$ cat src/rtl/wb_commit_pkg.sv
// -----------------------------------------------------------------------------
// wb_commit_pkg
//   Shared types and constants for the LC-3b writeback/commit stage.
//   - wb_data_sel_t : source select for the register-file write data
//   - wb_state_t    : commit-stage FSM states
//   - lc3b_nzp      : {n,z,p} condition-code vector
//   - NZP_RESET     : condition codes after reset (Z set)
// -----------------------------------------------------------------------------
package wb_commit_pkg;

    typedef enum logic [1:0] {
        WB_ALU  = 2'b00,
        WB_MEM  = 2'b01,
        WB_PC   = 2'b10,
        WB_ZERO = 2'b11
    } wb_data_sel_t;

    typedef enum logic [1:0] {
        EMPTY    = 2'b00,
        WAIT_MEM = 2'b01,
        READY    = 2'b10
    } wb_state_t;

    typedef logic [2:0] lc3b_nzp;

    localparam lc3b_nzp NZP_RESET = 3'b010;

endpackage

$ cat src/rtl/wb_commit_gencc.sv
// -----------------------------------------------------------------------------
// gencc_n
//   Combinational NZP generator for a WIDTH-bit value. Exactly one output bit
//   is set: n for a negative value, z for zero, p otherwise.
//   Ports:
//     data  in  WIDTH  value to classify
//     nzp   out 3      {n,z,p}
// -----------------------------------------------------------------------------
module gencc_n
    import wb_commit_pkg::*;
#(
    parameter int WIDTH = 16
) (
    input  logic [WIDTH-1:0] data,
    output lc3b_nzp          nzp
);

    logic is_neg;
    logic is_zero;

    assign is_neg  = data[WIDTH-1];
    assign is_zero = (data == '0);

    // Zero has a clear sign bit, so n and z can never both be set.
    assign nzp = {is_neg, is_zero, ~is_neg & ~is_zero};

endmodule

$ cat src/rtl/wb_commit.sv
// -----------------------------------------------------------------------------
// wb_commit
//   Writeback/commit stage. Holds one retiring instruction, waits for a load
//   response when needed, then writes the register file, updates NZP and
//   counts retired instructions.
//   Ports:
//     clk, reset                     clock, synchronous active-high reset
//     in_valid / in_ready            upstream handshake
//     in_inst, in_pc, in_alu         instruction, PC, ALU result
//     in_reg_load, in_dest_sel       write enable, destination select
//     in_data_sel, in_load_cc        write-data source, NZP update enable
//     in_mem_read                    entry waits for mem_resp
//     mem_resp, mem_rdata            load response
//     reg_load, reg_dest, reg_data   register-file write port
//     cc_out                         NZP register
//     pend_valid, pend_dest          pending destination for hazard unit
//     retired                        committed-instruction count
// -----------------------------------------------------------------------------
module wb_commit
    import wb_commit_pkg::*;
#(
    parameter int                  WIDTH    = 16,
    parameter int                  REG_BITS = 3,
    parameter int                  DEST_LSB = 9,
    parameter logic [REG_BITS-1:0] LINK_REG = {REG_BITS{1'b1}},
    parameter int                  CNT_BITS = 32
) (
    input  logic                clk,
    input  logic                reset,
    input  logic                in_valid,
    output logic                in_ready,
    input  logic [WIDTH-1:0]    in_inst,
    input  logic [WIDTH-1:0]    in_pc,
    input  logic [WIDTH-1:0]    in_alu,
    input  logic                in_reg_load,
    input  logic                in_dest_sel,
    input  wb_data_sel_t        in_data_sel,
    input  logic                in_load_cc,
    input  logic                in_mem_read,
    input  logic                mem_resp,
    input  logic [WIDTH-1:0]    mem_rdata,
    output logic                reg_load,
    output logic [REG_BITS-1:0] reg_dest,
    output logic [WIDTH-1:0]    reg_data,
    output lc3b_nzp             cc_out,
    output logic                pend_valid,
    output logic [REG_BITS-1:0] pend_dest,
    output logic [CNT_BITS-1:0] retired
);

    wb_state_t state_reg;
    wb_state_t state_next;

    // Holding register for the retiring entry.
    logic                load_reg;
    logic [REG_BITS-1:0] dest_reg;
    logic [WIDTH-1:0]    pc_reg;
    logic [WIDTH-1:0]    alu_reg;
    logic [WIDTH-1:0]    mem_data_reg;
    wb_data_sel_t        data_sel_reg;
    logic                load_cc_reg;

    lc3b_nzp             cc_reg;
    lc3b_nzp             cc_next;
    logic [CNT_BITS-1:0] retired_reg;

    logic accept;
    logic commit;

    // Only the destination field of the instruction matters here; the rest
    // is folded into a deliberately unused signal.
    logic unused_inst;
    assign unused_inst = ^in_inst;

    assign in_ready = (state_reg != WAIT_MEM);
    assign accept   = in_valid && in_ready;
    assign commit   = (state_reg == READY);

    // ---------------------------------------------------------------- FSM
    always_ff @(posedge clk) begin
        if (reset) begin
            state_reg <= EMPTY;
        end else begin
            state_reg <= state_next;
        end
    end

    always_comb begin
        state_next = state_reg;
        case (state_reg)
            EMPTY, READY: begin
                // READY always commits this cycle, so it refills exactly like
                // EMPTY does; with no new entry it drains to EMPTY.
                if (accept) begin
                    state_next = in_mem_read ? WAIT_MEM : READY;
                end else begin
                    state_next = EMPTY;
                end
            end
            WAIT_MEM: begin
                if (mem_resp) begin
                    state_next = READY;
                end
            end
            default: state_next = EMPTY;
        endcase
    end

    // ----------------------------------------------------- holding register
    always_ff @(posedge clk) begin
        if (reset) begin
            load_reg     <= 1'b0;
            dest_reg     <= '0;
            pc_reg       <= '0;
            alu_reg      <= '0;
            mem_data_reg <= '0;
            data_sel_reg <= WB_ALU;
            load_cc_reg  <= 1'b0;
        end else if (accept) begin
            load_reg     <= in_reg_load;
            dest_reg     <= in_dest_sel ? LINK_REG : in_inst[DEST_LSB +: REG_BITS];
            pc_reg       <= in_pc;
            alu_reg      <= in_alu;
            mem_data_reg <= '0;
            data_sel_reg <= in_data_sel;
            load_cc_reg  <= in_load_cc;
        end else if ((state_reg == WAIT_MEM) && mem_resp) begin
            // Responses outside WAIT_MEM are stray and never captured.
            mem_data_reg <= mem_rdata;
        end
    end

    // --------------------------------------------------- commit write port
    always_comb begin
        reg_load = 1'b0;
        reg_dest = '0;
        reg_data = '0;
        if (commit) begin
            reg_load = load_reg;
            reg_dest = dest_reg;
            case (data_sel_reg)
                WB_ALU:  reg_data = alu_reg;
                WB_MEM:  reg_data = mem_data_reg;
                WB_PC:   reg_data = pc_reg;
                WB_ZERO: reg_data = '0;
                default: reg_data = '0;
            endcase
        end
    end

    assign pend_valid = (state_reg != EMPTY) && load_reg;
    assign pend_dest  = (state_reg != EMPTY) ? dest_reg : '0;

    // --------------------------------------------------- condition codes
    gencc_n #(
        .WIDTH(WIDTH)
    ) u_gencc (
        .data(reg_data),
        .nzp (cc_next)
    );

    always_ff @(posedge clk) begin
        if (reset) begin
            cc_reg <= NZP_RESET;
        end else if (commit && load_cc_reg) begin
            cc_reg <= cc_next;
        end
    end

    assign cc_out = cc_reg;

    // --------------------------------------------------- retired counter
    // Counts every commit, writing or not; wraps naturally at all-ones.
    always_ff @(posedge clk) begin
        if (reset) begin
            retired_reg <= '0;
        end else if (commit) begin
            retired_reg <= retired_reg + 1'b1;
        end
    end

    assign retired = retired_reg;

endmodule

$ cat config.mk
export PLATFORM = sky130hd
export DESIGN_NAME = wb_commit
export DESIGN_NICKNAME = d
export VERILOG_FILES = /design/src/rtl/wb_commit_pkg.sv /design/src/rtl/wb_commit_gencc.sv /design/src/rtl/wb_commit.sv
export SDC_FILE = /design/constraint.sdc
export NUM_CORES = 1
export LEC_CHECK = 0
export BUFFER_PORTS_ARGS = -buffer_cell sky130_fd_sc_hd__clkbuf_2
export CELL_PAD_IN_SITES_DETAIL_PLACEMENT = 1
export CELL_PAD_IN_SITES_GLOBAL_PLACEMENT = 2
export CORE_UTILIZATION = 29
export DETAILED_ROUTE_END_ITERATION = 7
export PLACE_DENSITY = 0.82
export SLEW_MARGIN = 0
export SYNTH_ARGS = -nofsm -noshare
export SYNTH_HDL_FRONTEND = slang
export SYNTH_SLANG_ARGS = --single-unit
$ cat constraint.sdc
create_clock -name clk -period 2 [get_ports clk]
set_input_delay 0.4 -clock clk [delete_from_list [all_inputs] [get_ports clk]]
set_output_delay 0.4 -clock clk [all_outputs]
set_load 0.03 [all_outputs]
* Yosys cells after proc, flatten, opt, wreduce, memory -nomap -nowiden
Cells that the tools add are included.
** Word-level totals
- Output and inout bits :: 60
- Bits of input ports :: 74
- Bits in registers :: 92
** Cells by class
- Mux-type cells :: 10
- Equal/unequal tests :: 7
- Bitwise operators :: 3
- Reduce and logical (&&, ||, !) cells :: 10
- Add/sub/neg operators :: 1
** Operator list (number)
- $pmux 16 s4 :: 1
- $add 32x1->32 const B :: 1
- $logic_not 16->1 :: 1
- $mux 16 :: 1
- $mux 3 :: 3
- $eq 2x2->1 const B :: 3
- $mux 2 :: 3
- $eq 2x1->1 const B :: 2
- $logic_and 1x1->1 :: 4
- $logic_not 2->1 :: 2
- $pmux 2 s2 :: 1
- $reduce_or 2->1 :: 2
- $ne 2x1->1 const B :: 1
- $ne 2x2->1 const B :: 1
- $not 1->1 :: 2
- $reduce_bool 2->1 :: 1
- $and 1x1->1 :: 1
- $mux 1 :: 1

* Longest topological paths before layout
- Depth in word-level cells :: 6
- Gate-level depth with buffers :: 7
- Mapped depth without buffers :: 6

* Modules after synthesis
From an unflattened synthesis, not the netlist that was laid out.
** Second synthesis, totals
- Cell total of the unflattened synthesis :: 534
- Area, all modules :: 4127.7 um2
** Modules (own cells, without submodules)
- wb_commit :: area an instance 4070.2 um2, cells each 526, seq. area each 1841.8 um2, times used 1
- gencc_n :: area an instance 57.6 um2, cells each 8, seq. area each 0.0 um2, times used 1

* Worst setup path before layout
No wires, ideal clock.
- Path kind :: reg-to-reg
- Start point :: register retired_reg[0], in the netlist retired[0]
- End point :: register retired_reg[26], in the netlist retired[26]
- Clock period less this slack :: 1816 ps
- Setup slack :: 184 ps
- Cell stages (with the launch flop) :: 8
- Data required time :: 1876 ps
- Buffers on the path :: 1
- Arrival :: 1691 ps
- Path through :: dfxtp_1 > ha_1 > and2_2 > nand4_2 > buf_6 > nor4_2 > xnor2_1 > nor2_1
** Between the ends
- Cells in the longest elaborated chain, start to end :: 1
** RTL lines
- start, declared :: line wb_commit.sv:65 : logic [CNT_BITS-1:0] retired_reg;
- start signal, assigned :: line wb_commit.sv:178 : retired_reg <= retired_reg + 1'b1;
- $add 32x1->32 :: line wb_commit.sv:178
No other way between the ends.
A chain may end at the register's enable or synchronous reset.

* Final worst setup path
- Start point :: register data_sel_reg[0]
- End point :: output reg_data[7]
** Between the ends
- Cells in the longest elaborated chain, start to end :: 3
** RTL lines
- start, declared :: line wb_commit.sv:60 : wb_data_sel_t data_sel_reg;
- start signal, assigned :: line wb_commit.sv:125 : data_sel_reg <= in_data_sel;
- $eq 2x2->1 (tied with other cells) :: line wb_commit.sv:141 : case (data_sel_reg)
- $pmux 16 s4 (*) :: line wb_commit.sv:141
- $mux 16 (*) :: line wb_commit.sv:138 : if (commit) begin
- end, declared :: line wb_commit.sv:44 : output logic [WIDTH-1:0] reg_data,
Every way passes the cells marked *; elsewhere a longest branch is shown, timed or not.

==> metrics.txt <==
status complete, but fails checks; failing checks setup timing; Arrival @ worst endpoint 1.61 ns; area taken by multi-input logic gates 2301 um^2; Mapped Cells 521; Cell variety after synth 40; Final Max Tran Viols 0; met3 Use GR 3.159%; Hold Path Depth 3; GRT overflow 0; Initial Utilization 29.65%; R2R Path End cc_out[0]; hold-fix buffers at CTS 0; critical path required time 1.60 ns; Post-DP HPWL 9461 um; clock latency on the worst-skew pair 0.34 ns; DRC 0; Top Ports 134; mean area per synthesized cell 8.271 um^2; Pleak 2.265 nW; worst-path cell chain buf_12 > mux2i_2 > o22ai_1 > and2_1 > clkbuf_8; via count 4010; Placed Area 5100 um^2; Post-Synthesis Net Count 596; htree depth 3; row count 44; clk root buf clkbuf_16; Hold Vio Cnt, Final 0; R2R Path Start data_sel_reg[0]; vias in the first global route 4110; crit end category output pin; Period Utilization, post-route 100.5%; final setup fails 2; CP startpoint kind flop; worst slew pin tran 0.6105 ns; max FFs per register 32; GRT Overall Usage 17.78%; Setup crit start data_sel_reg[0]; layout cell share with drive strength beyond 1 31.83%; Die Area 15350 um^2; Worst R2R Path Depth 6; sequential share of the synthesized area 42.74%; final net count 711; Final min period 2.011 ns; CTS Buf Count 9; Post-Syn Area 4309 um^2; core area 14530 um^2; power per cell area 783.0 nW/um^2; fillers 1762; first-pass GRT wire length 20570 um; Yosys Warn Count 0; VDD IR-drop max 0.4266 mV; Final ANT Viol Nets 0; Seq. cell area 1847 um^2; Setup TNS -0.01848 ns; worst relative slew slack 59.20%; routability congestion estimate from global placement 0.8009; most common cell after layout, fill and taps aside nand2_1; GRT met1 Usage 22.80%; DR WL/cell 15.78 um; crit path kind flop to output pin; # port buffers 120; Critical Path End reg_data[7]; clock sink total 92; hold crit path type input port to flop; setup ws final -0.01064 ns; most frequent cells in the layout nand2_1, clkbuf_2, dfxtp_1; # Max-Cap Violations 0; Chip Height 123.9 um; Area Overhead vs Synth 31.04%; global routing's busiest layer met2; FF+latch count, synth 92; post-route cell area 5647 um^2; CP max-delay cell dfxtp_4; worst stage delay on the critical path 0.39 ns; RSZ-0062 raised after global routing yes; vias per std cell 4.861; critical-path maximum fanout 10; final wirelength 13020 um; reg2reg setup slack 0.14 ns; largest net degree at the start of global routing 39; Clock Skew 0.004070 ns; TritonRoute pass-1 iters 4; initial antenna violation count 0; postcts setup bufs 0; CTS tree yes; fmax 0.4974 GHz; post-layout util 38.85%; initial DRC count 109; Die Width 123.9 um; Reg clk slew, reported paths 0.07 ns; met2 Use GR 29.06%; diode count 0; Max clock buf depth 2
where the power goes:
| part | total (mW) | internal [mW] | switching, mW |
|---|---|---|---|
| registers | 1.93 | 1.89 | 0.0402 |
| clock network | 2.04 | 1.29 | 0.748 |
| logic | 0.449 | 0.186 | 0.263 |
cell families (layout without fill, tap and decap cells):
group / Yosys count / count (layout) / share of synthesized area (%)
xor gates and xnor gates: 26 / 26 / 5.285
buffers and inverters: 45 / 165 / 5.517
adders and majority gates: 1 / 1 / 0.2903
DFF: 92 / 92 / 42.74
AOI/OAI and AO/OA: 82 / 82 / 10.45
and+or+nand+nor: 257 / 257 / 31.53
muxes: 18 / 18 / 4.181
cells in the mapped netlist:
cell type	n	area (um^2)
nand2_1	132	495.5
dfxtp_1	92	1842
a21oi_1	59	295.3
nor2_1	36	135.1
xnor2_1	24	210.2
and2_1	22	137.6
mux2i_1	18	180.2
clkbuf_1	16	60.06
o22ai_1	12	75.07
inv_1	10	37.54
buf_2	9	45.04
nand3_1	9	45.04
nor3_2	9	90.09
nor3_1	8	40.04
nor4_2	6	75.07
buf_6	5	56.30
nor2b_1	5	31.28
nor4_1	5	31.28
buf_4	4	30.03
nor4_4	4	85.08
o21ai_0	4	20.02
o2bb2ai_1	4	35.03
or3_1	4	25.02
and4_1	3	26.28
and4_4	2	22.52
nand4_1	2	12.51
nand4_4	2	42.54
or2_2	2	12.51
xor2_1	2	17.52
a32o_1	1	10.01
and2_2	1	7.510
and2b_2	1	8.760
and3b_2	1	10.01
dlygate4sd1_1	1	8.760
ha_1	1	12.51
nand2_2	1	6.260
nand2b_1	1	6.260
nand4_2	1	12.51
o21ai_1	1	5.000
o22a_2	1	10.01
worst min path at each step:
| stage | start | slack, ns | end |
|---|---|---|---|
| 3_3_place_gp | alu_reg[14] | 0.44 | alu_reg[14] |
| 2_1_floorplan | alu_reg[0] | 0.44 | alu_reg[0] |
| 6_report | mem_rdata[12] | 0.27 | mem_data_reg[12] |
| 3_5_place_dp | alu_reg[7] | 0.45 | alu_reg[7] |
| 4_1_cts | mem_rdata[12] | 0.26 | mem_data_reg[12] |
| 5_1_grt | mem_rdata[12] | 0.27 | mem_data_reg[12] |
layer usage:
metal	up-vias	share of wire, %	wire length (um)
li1	1963	-	-
met1	1927	47	6109
met2	104	47	6083
met3	16	4.5	580
met4	0	1.9	241
met5	-	0	0
cell type report:
type | instances | share of cell area (%)
Inverter | 10 | 0.6647
Clock inverter | 5 | 1.906
Timing Repair Buffer | 139 | 15.42
Tap cell | 184 | 4.077
Multi-Input combinational cell | 384 | 40.75
Sequential cell | 92 | 32.71
Clock buffer | 11 | 4.476
per-stage QoR:
| step | hold WS [ns] | setup WS (ns) | cells | total power [mW] |
|---|---|---|---|---|
| floorplan | 0.4357 | 0.1843 | 521 | 2.211 |
| global placement | 0.4432 | 0.1475 | 808 | 2.374 |
| detailed placement | 0.4496 | 0.03890 | 808 | 2.390 |
| CTS | 0.2585 | -0.02072 | 825 | 4.471 |
| global route | 0.2722 | -0.05944 | 825 | 4.606 |
| finish | 0.2745 | -0.01064 | 825 | 4.422 |
critical path: cells and delay by family (launching register included):
family	cells	cell delay, ns
AO/OA/AOI/OAI	1	0.12
buffers and inverters	2	0.32
AND/OR/NAND/NOR	1	0.19
flip-flops	1	0.39
multiplexers	1	0.23
timing repair:
item / CTS / global route
gates resized for setup: 30 / 21
pin swaps: 0 / 1
gates cloned: 1 / 0
setup endpoints to repair: 16 / 16
No activity file was read; power rests on OpenSTA's default activity.
